--- config.mk ---
export PLATFORM = sky130hd
export DESIGN_NAME = can_rx_deframer_flat
export DESIGN_NICKNAME = d
export VERILOG_FILES = /design/src/rtl/can_rx_deframer_if.sv /design/src/rtl/can_rx_deframer.sv /design/src/flat_wrapper.sv
export SDC_FILE = /design/constraint.sdc
export NUM_CORES = 1
export LEC_CHECK = 0
export ABC_AREA = 1
export CORE_MARGIN = 2
export CORE_UTILIZATION = 35
export CTS_BUF_LIST = sky130_fd_sc_hd__clkbuf_8
export CTS_CLUSTER_SIZE = 14
export DETAILED_ROUTE_END_ITERATION = 10
export PLACE_DENSITY_LB_ADDON = 0.12
export SETUP_SLACK_MARGIN = 0.15
export SKIP_CTS_REPAIR_TIMING = 1
export SYNTH_ARGS = -nofsm -noshare
export SYNTH_HDL_FRONTEND = slang
export SYNTH_SLANG_ARGS = --single-unit
--- constraint.sdc ---
create_clock -name clk -period 2.2 [get_ports clk]
set_input_delay 0.66 -clock clk [delete_from_list [all_inputs] [get_ports clk]]
set_output_delay 0.66 -clock clk [all_outputs]
set_load 0.02 [all_outputs]
--- src/rtl/can_rx_deframer_if.sv ---
// Host-side bundle of the CAN-style receive deframer: serial input plus byte/strobe outputs.
// The deframer uses the master view; the host/bus model uses the slave view.
interface can_rx_deframer_if;
   logic       can_rx;
   logic [7:0] data_out;
   logic       data_valid;
   logic       stuff_err;
   logic       form_err;
   logic       busy;

   modport master (
      input  can_rx,
      output data_out,
      output data_valid,
      output stuff_err,
      output form_err,
      output busy
   );

   modport slave (
      output can_rx,
      input  data_out,
      input  data_valid,
      input  stuff_err,
      input  form_err,
      input  busy
   );
endinterface

--- src/rtl/can_rx_deframer.sv ---
// Bit-level CAN-style receiver: waits for bus idle, samples mid-bit, strips stuff bits,
// assembles one LSB-first byte and checks the recessive stop bit.
module can_rx_deframer #(
   parameter int unsigned CLKS_PER_BIT = 8,
   parameter int unsigned IDLE_BITS    = 3,
   parameter int unsigned STUFF_LEN    = 5
) (
   input  logic                clk,
   input  logic                reset,
   can_rx_deframer_if.master   bus_io
);

   localparam int unsigned CntW     = $clog2(CLKS_PER_BIT);
   localparam int unsigned IdleMax  = IDLE_BITS * CLKS_PER_BIT;
   localparam int unsigned IdleW    = $clog2(IdleMax + 1);
   localparam logic [CntW-1:0]  SofPt    = CntW'(CLKS_PER_BIT / 2 - 1);
   localparam logic [CntW-1:0]  BitPt    = CntW'(CLKS_PER_BIT - 1);
   localparam logic [IdleW-1:0] IdleArm  = IdleW'(IdleMax);
   localparam logic [2:0]       StuffLen = 3'(STUFF_LEN);

   typedef enum logic [1:0] {StIdle, StSof, StData, StStop} state_e;

   state_e            state_q;
   logic              rx_meta_q, rx_s_q;
   logic [IdleW-1:0]  idle_cnt_q;
   logic [CntW-1:0]   cnt_q;
   logic [3:0]        bit_cnt_q;
   logic [2:0]        run_len_q;
   logic              run_val_q;
   logic [7:0]        shift_q;
   logic [7:0]        data_out_q;
   logic              data_valid_q, stuff_err_q, form_err_q, busy_q;

   // Run state the current sample would produce if it is taken as a data bit.
   logic [2:0] run_len_nx;
   logic       run_val_nx;

   always_comb begin
      run_val_nx = rx_s_q;
      run_len_nx = 3'd1;
      if (rx_s_q == run_val_q) begin
         run_val_nx = run_val_q;
         run_len_nx = run_len_q + 3'd1;
      end
   end

   always_ff @(posedge clk) begin
      if (reset) begin
         rx_meta_q <= 1'b1;
         rx_s_q    <= 1'b1;
      end else begin
         rx_meta_q <= bus_io.can_rx;
         rx_s_q    <= rx_meta_q;
      end
   end

   always_ff @(posedge clk) begin
      if (reset) begin
         state_q      <= StIdle;
         idle_cnt_q   <= '0;
         cnt_q        <= '0;
         bit_cnt_q    <= '0;
         run_len_q    <= '0;
         run_val_q    <= 1'b0;
         shift_q      <= '0;
         data_out_q   <= '0;
         data_valid_q <= 1'b0;
         stuff_err_q  <= 1'b0;
         form_err_q   <= 1'b0;
         busy_q       <= 1'b0;
      end else begin
         data_valid_q <= 1'b0;
         stuff_err_q  <= 1'b0;
         form_err_q   <= 1'b0;
         unique case (state_q)
            StIdle: begin
               if (rx_s_q) begin
                  if (idle_cnt_q != IdleArm) idle_cnt_q <= idle_cnt_q + 1'b1;
               end else begin
                  idle_cnt_q <= '0;
                  if (idle_cnt_q == IdleArm) begin
                     state_q <= StSof;
                     cnt_q   <= '0;
                     busy_q  <= 1'b1;
                  end
               end
            end
            StSof: begin
               if (cnt_q == SofPt) begin
                  cnt_q <= '0;
                  if (rx_s_q) begin
                     state_q    <= StIdle;
                     idle_cnt_q <= '0;
                     busy_q     <= 1'b0;
                  end else begin
                     state_q   <= StData;
                     run_val_q <= 1'b0;
                     run_len_q <= 3'd1;
                     bit_cnt_q <= '0;
                  end
               end else begin
                  cnt_q <= cnt_q + 1'b1;
               end
            end
            StData: begin
               if (cnt_q == BitPt) begin
                  cnt_q <= '0;
                  if (run_len_q == StuffLen) begin
                     if (rx_s_q == run_val_q) begin
                        stuff_err_q <= 1'b1;
                        state_q     <= StIdle;
                        idle_cnt_q  <= '0;
                        busy_q      <= 1'b0;
                     end else begin
                        run_val_q <= rx_s_q;
                        run_len_q <= 3'd1;
                        if (bit_cnt_q == 4'd8) state_q <= StStop;
                     end
                  end else begin
                     shift_q[bit_cnt_q[2:0]] <= rx_s_q;
                     run_val_q <= run_val_nx;
                     run_len_q <= run_len_nx;
                     bit_cnt_q <= bit_cnt_q + 4'd1;
                     // A trailing full run keeps us in DATA for one more (stuff) sample.
                     if (bit_cnt_q == 4'd7 && run_len_nx != StuffLen) state_q <= StStop;
                  end
               end else begin
                  cnt_q <= cnt_q + 1'b1;
               end
            end
            StStop: begin
               if (cnt_q == BitPt) begin
                  cnt_q      <= '0;
                  state_q    <= StIdle;
                  idle_cnt_q <= '0;
                  busy_q     <= 1'b0;
                  if (rx_s_q) begin
                     data_out_q   <= shift_q;
                     data_valid_q <= 1'b1;
                  end else begin
                     form_err_q <= 1'b1;
                  end
               end else begin
                  cnt_q <= cnt_q + 1'b1;
               end
            end
            default: state_q <= StIdle;
         endcase
      end
   end

   assign bus_io.data_out   = data_out_q;
   assign bus_io.data_valid = data_valid_q;
   assign bus_io.stuff_err  = stuff_err_q;
   assign bus_io.form_err   = form_err_q;
   assign bus_io.busy       = busy_q;

endmodule
--- src/flat_wrapper.sv ---
// flat-port wrapper written by rule: the top's interface ports become plain ports
module can_rx_deframer_flat 
#(
   parameter int unsigned CLKS_PER_BIT = 8,
   parameter int unsigned IDLE_BITS    = 3,
   parameter int unsigned STUFF_LEN    = 5
)
  (clk, reset, bus_io_can_rx, bus_io_data_out, bus_io_data_valid, bus_io_stuff_err, bus_io_form_err, bus_io_busy);
  can_rx_deframer_if bus_io_i ();
  input  logic clk;
  input  logic reset;
  input wire logic [$bits(bus_io_i.can_rx)-1:0] bus_io_can_rx;
  output wire logic [$bits(bus_io_i.data_out)-1:0] bus_io_data_out;
  output wire logic [$bits(bus_io_i.data_valid)-1:0] bus_io_data_valid;
  output wire logic [$bits(bus_io_i.stuff_err)-1:0] bus_io_stuff_err;
  output wire logic [$bits(bus_io_i.form_err)-1:0] bus_io_form_err;
  output wire logic [$bits(bus_io_i.busy)-1:0] bus_io_busy;
  assign bus_io_i.can_rx = bus_io_can_rx;
  assign bus_io_data_out = bus_io_i.data_out;
  assign bus_io_data_valid = bus_io_i.data_valid;
  assign bus_io_stuff_err = bus_io_i.stuff_err;
  assign bus_io_form_err = bus_io_i.form_err;
  assign bus_io_busy = bus_io_i.busy;
  can_rx_deframer #(.CLKS_PER_BIT(CLKS_PER_BIT), .IDLE_BITS(IDLE_BITS), .STUFF_LEN(STUFF_LEN)) u_core (.clk(clk), .reset(reset), .bus_io(bus_io_i));
endmodule
==> impl_results.md <==
* Avg Inst Size Synth at 7.05 sq um
* Status: completed
* Inserted Diodes at 0
* Initial antenna violation count at 0
* Clk_lat worst skew at 0.30 ns
* Max-cap violation count at 0
* Via/cell ratio at 4.59
* Detailed Route WL at 4270 um
* Worst-path clk slew at 0.08 ns
* Area delta synth->final at 15.5%
* FFs w/ async S/R, synth at 0%
* HPWL Detailed at 3080 um
* Worst Skew at 0.00662 ns
* # rows at 27
* Cell variety after synth at 25
* Final nets at 315
* Setup TNS at 0 ns
* CP endpoint kind: output pin
* Minimum clock period at 1.90 ns
* Post-layout util at 41.9%
* Relative slew margins at 75.3%
* Leak at 1.00 nW
* TritonCTS Buffers at 5
* Starting density of the core at 36.2%
* Drt first-iter violations at 79
* Leading cell types in the layout, fill and taps excluded: 52 x nand2_1, 42 x nor2_1, 40 x dfxtp_1, 38 x inv_1, 30 x o21ai_0
* Commonest non-fill, non-tap cell in the layout: nand2_1
* Worst vdd ir at 0.338 mV
* CTS tree: done
* Final count of hold timing violations at 0
* Critical path peak fanout at 2
* Final Power at 1.27 mW
* Slew @ Worst Pin at 0.370 ns
* Placeable core area at 0.00551 sq mm
* Cell family with most CP delay: buffers and inverters
* Final setup violating endpoints at 0
* Clock Path Buffers at 2
* Routed wire length per instance at 11.4 um
* Top-level I/O count at 15
* Cell Pwr Density at 549 mW/mm^2
* Initial DRT Pass Iterations at 4
* Unrepaired setup endpoints after global routing: no
* Crit-path cells: clkdlybuf4s50_1
* Crit path largest cell delay at 0.60 ns
* Syn Std Cell Area at 0.00200 sq mm
* Largest net degree at the start of global routing at 23
* Min-Delay Path Class: flip-flop to flip-flop
* Critical Path AT at 1.24 ns
* Overall via count from detail_route at 1,716
* Syn Nets at 296
* Die Y at 79.5 um
* Worst Path Required at 1.54 ns
* Flops & latches, synth at 40
* Post-synthesis cell count at 283
* Clk sinks at 40
* Top cell type's share of synthesized area at 40.1%
* Remaining DRCs at 0
* Main synth FF type: dfxtp_1
* WS Path Type: flip-flop to output pin
* Grt total ovfl at 0
* H-tree levels at 2
* Synth Warn # at 0
* RePlAce Congestion at 0.777
* Die area at 0.00632 sq mm
* CTS root buffer: clkbuf_8
* WP buf/inv at 1
* Cell taking the most area after synthesis: dfxtp_1
* Setup crit start kind: flip-flop
* Period utilization at 86.5%
* Slew Limit Fails at 0
* Port bufs at 14
* Sequential-to-total area share from yosys stat at 40.1%
* Antenna Nets Post-Route at 0
* First-pass GRT wire length at 7830 um
* Die Wd at 79.5 um
* Share of layout cells above drive strength 1 at 10.6%
* Number of fill cells at 585
* Dominant cells by area after synthesis: dfxtp_1 40%, nand2_1 9.8%, nor2_1 7.9%, o21ai_0 7.5%, inv_1 7.1%
* Slowest cell on the critical path: clkdlybuf4s50_1
* Vias in the first global route at 1,686
* Gr usage total at 15.9%
* EDFF count, synth at 0
* Max frequency at 526 MHz
[synthesized netlist by cell type (all sizes together), types with 2 or more instances]
library cell / number
or2: 2
nor3: 5
inv: 42
o21ai: 31
buf: 2
a21oi: 23
clkbuf: 4
dfxtp: 40
nor2: 51
xor2: 2
nand2: 56
nand3: 9
ha: 10
nand4: 2
[power breakdown]
part | internal (mW) | switching [mW] | total (mW)
registers | 0.729 | 0.00545 | 0.735
clock network | 0.215 | 0.266 | 0.481
logic | 0.0192 | 0.0311 | 0.0503
[layout make-up]
| class | instances | area (sq um) | share of cell area, % |
|---|---|---|---|
| repair buffers | 18 | 170 | 7.38 |
| clock inverters | 2 | 12.5 | 0.543 |
| multi-input cells | 194 | 1000 | 43.4 |
| flip-flops and latches | 40 | 801 | 34.7 |
| inverters | 43 | 163 | 7.05 |
| clock buffers | 5 | 68.8 | 2.98 |
| well taps | 72 | 90.1 | 3.91 |
[logic make-up after synthesis]
| group | Yosys count | synth area share [%] |
|---|---|---|
| AO/OA/AOI/OAI | 56 | 14.4 |
| XOR/XNOR | 2 | 0.878 |
| adder cells (fa/ha/maj) | 10 | 6.27 |
| buffers and inverters | 49 | 9.72 |
| AND/OR/NAND/NOR | 126 | 28.6 |
| flip-flops | 40 | 40.1 |
[registers in the layout, summed over array words and instances (netlist names)]
register / count
u_core.bus_io.data_out: 8
u_core.shift_q: 8
u_core.idle_cnt_q: 5
u_core.bit_cnt_q: 4
u_core.cnt_q: 3
u_core.run_len_q: 3
u_core.state_q: 2
u_core.bus_io.busy: 1
u_core.bus_io.data_valid: 1
u_core.bus_io.form_err: 1
u_core.bus_io.stuff_err: 1
u_core.run_val_q: 1
u_core.rx_meta_q: 1
u_core.rx_s_q: 1
[path summary, 6_finish.rpt]
check,slack [ns],depth (start not counted),start,end
max,0.30,1,u_core.bus_io.busy$_SDFFE_PP0P_,bus_io_busy
min,0.42,1,u_core.rx_meta_q$_SDFF_PP1_,u_core.rx_s_q$_SDFF_PP1_
max reg2reg,0.39,9,u_core.cnt_q[0]$_SDFFE_PP0N_,u_core.idle_cnt_q[3]$_SDFFE_PP0P_
min reg2reg,0.42,1,u_core.rx_meta_q$_SDFF_PP1_,u_core.rx_s_q$_SDFF_PP1_
[through the flow]
step                setup WS (ns)  area [sq um]  std cells  hold slack (ns)
global placement            0.343          2220        367            0.409
floorplan                   0.649          2000        283            0.389
detailed placement          0.310          2220        367            0.407
CTS                         0.279          2310        374            0.425
global route                0.218          2310        374            0.480
finish                      0.297          2310        374            0.422
[layer usage]
layer,vias up,track usage [%],wire (um)
li1,929,-,-
met1,762,20.9,2210
met2,20,25.5,1890
met3,5,3.73,118
met4,0,5.17,48
met5,-,0,0
Note: power is estimated with default switching activity, not from simulation.
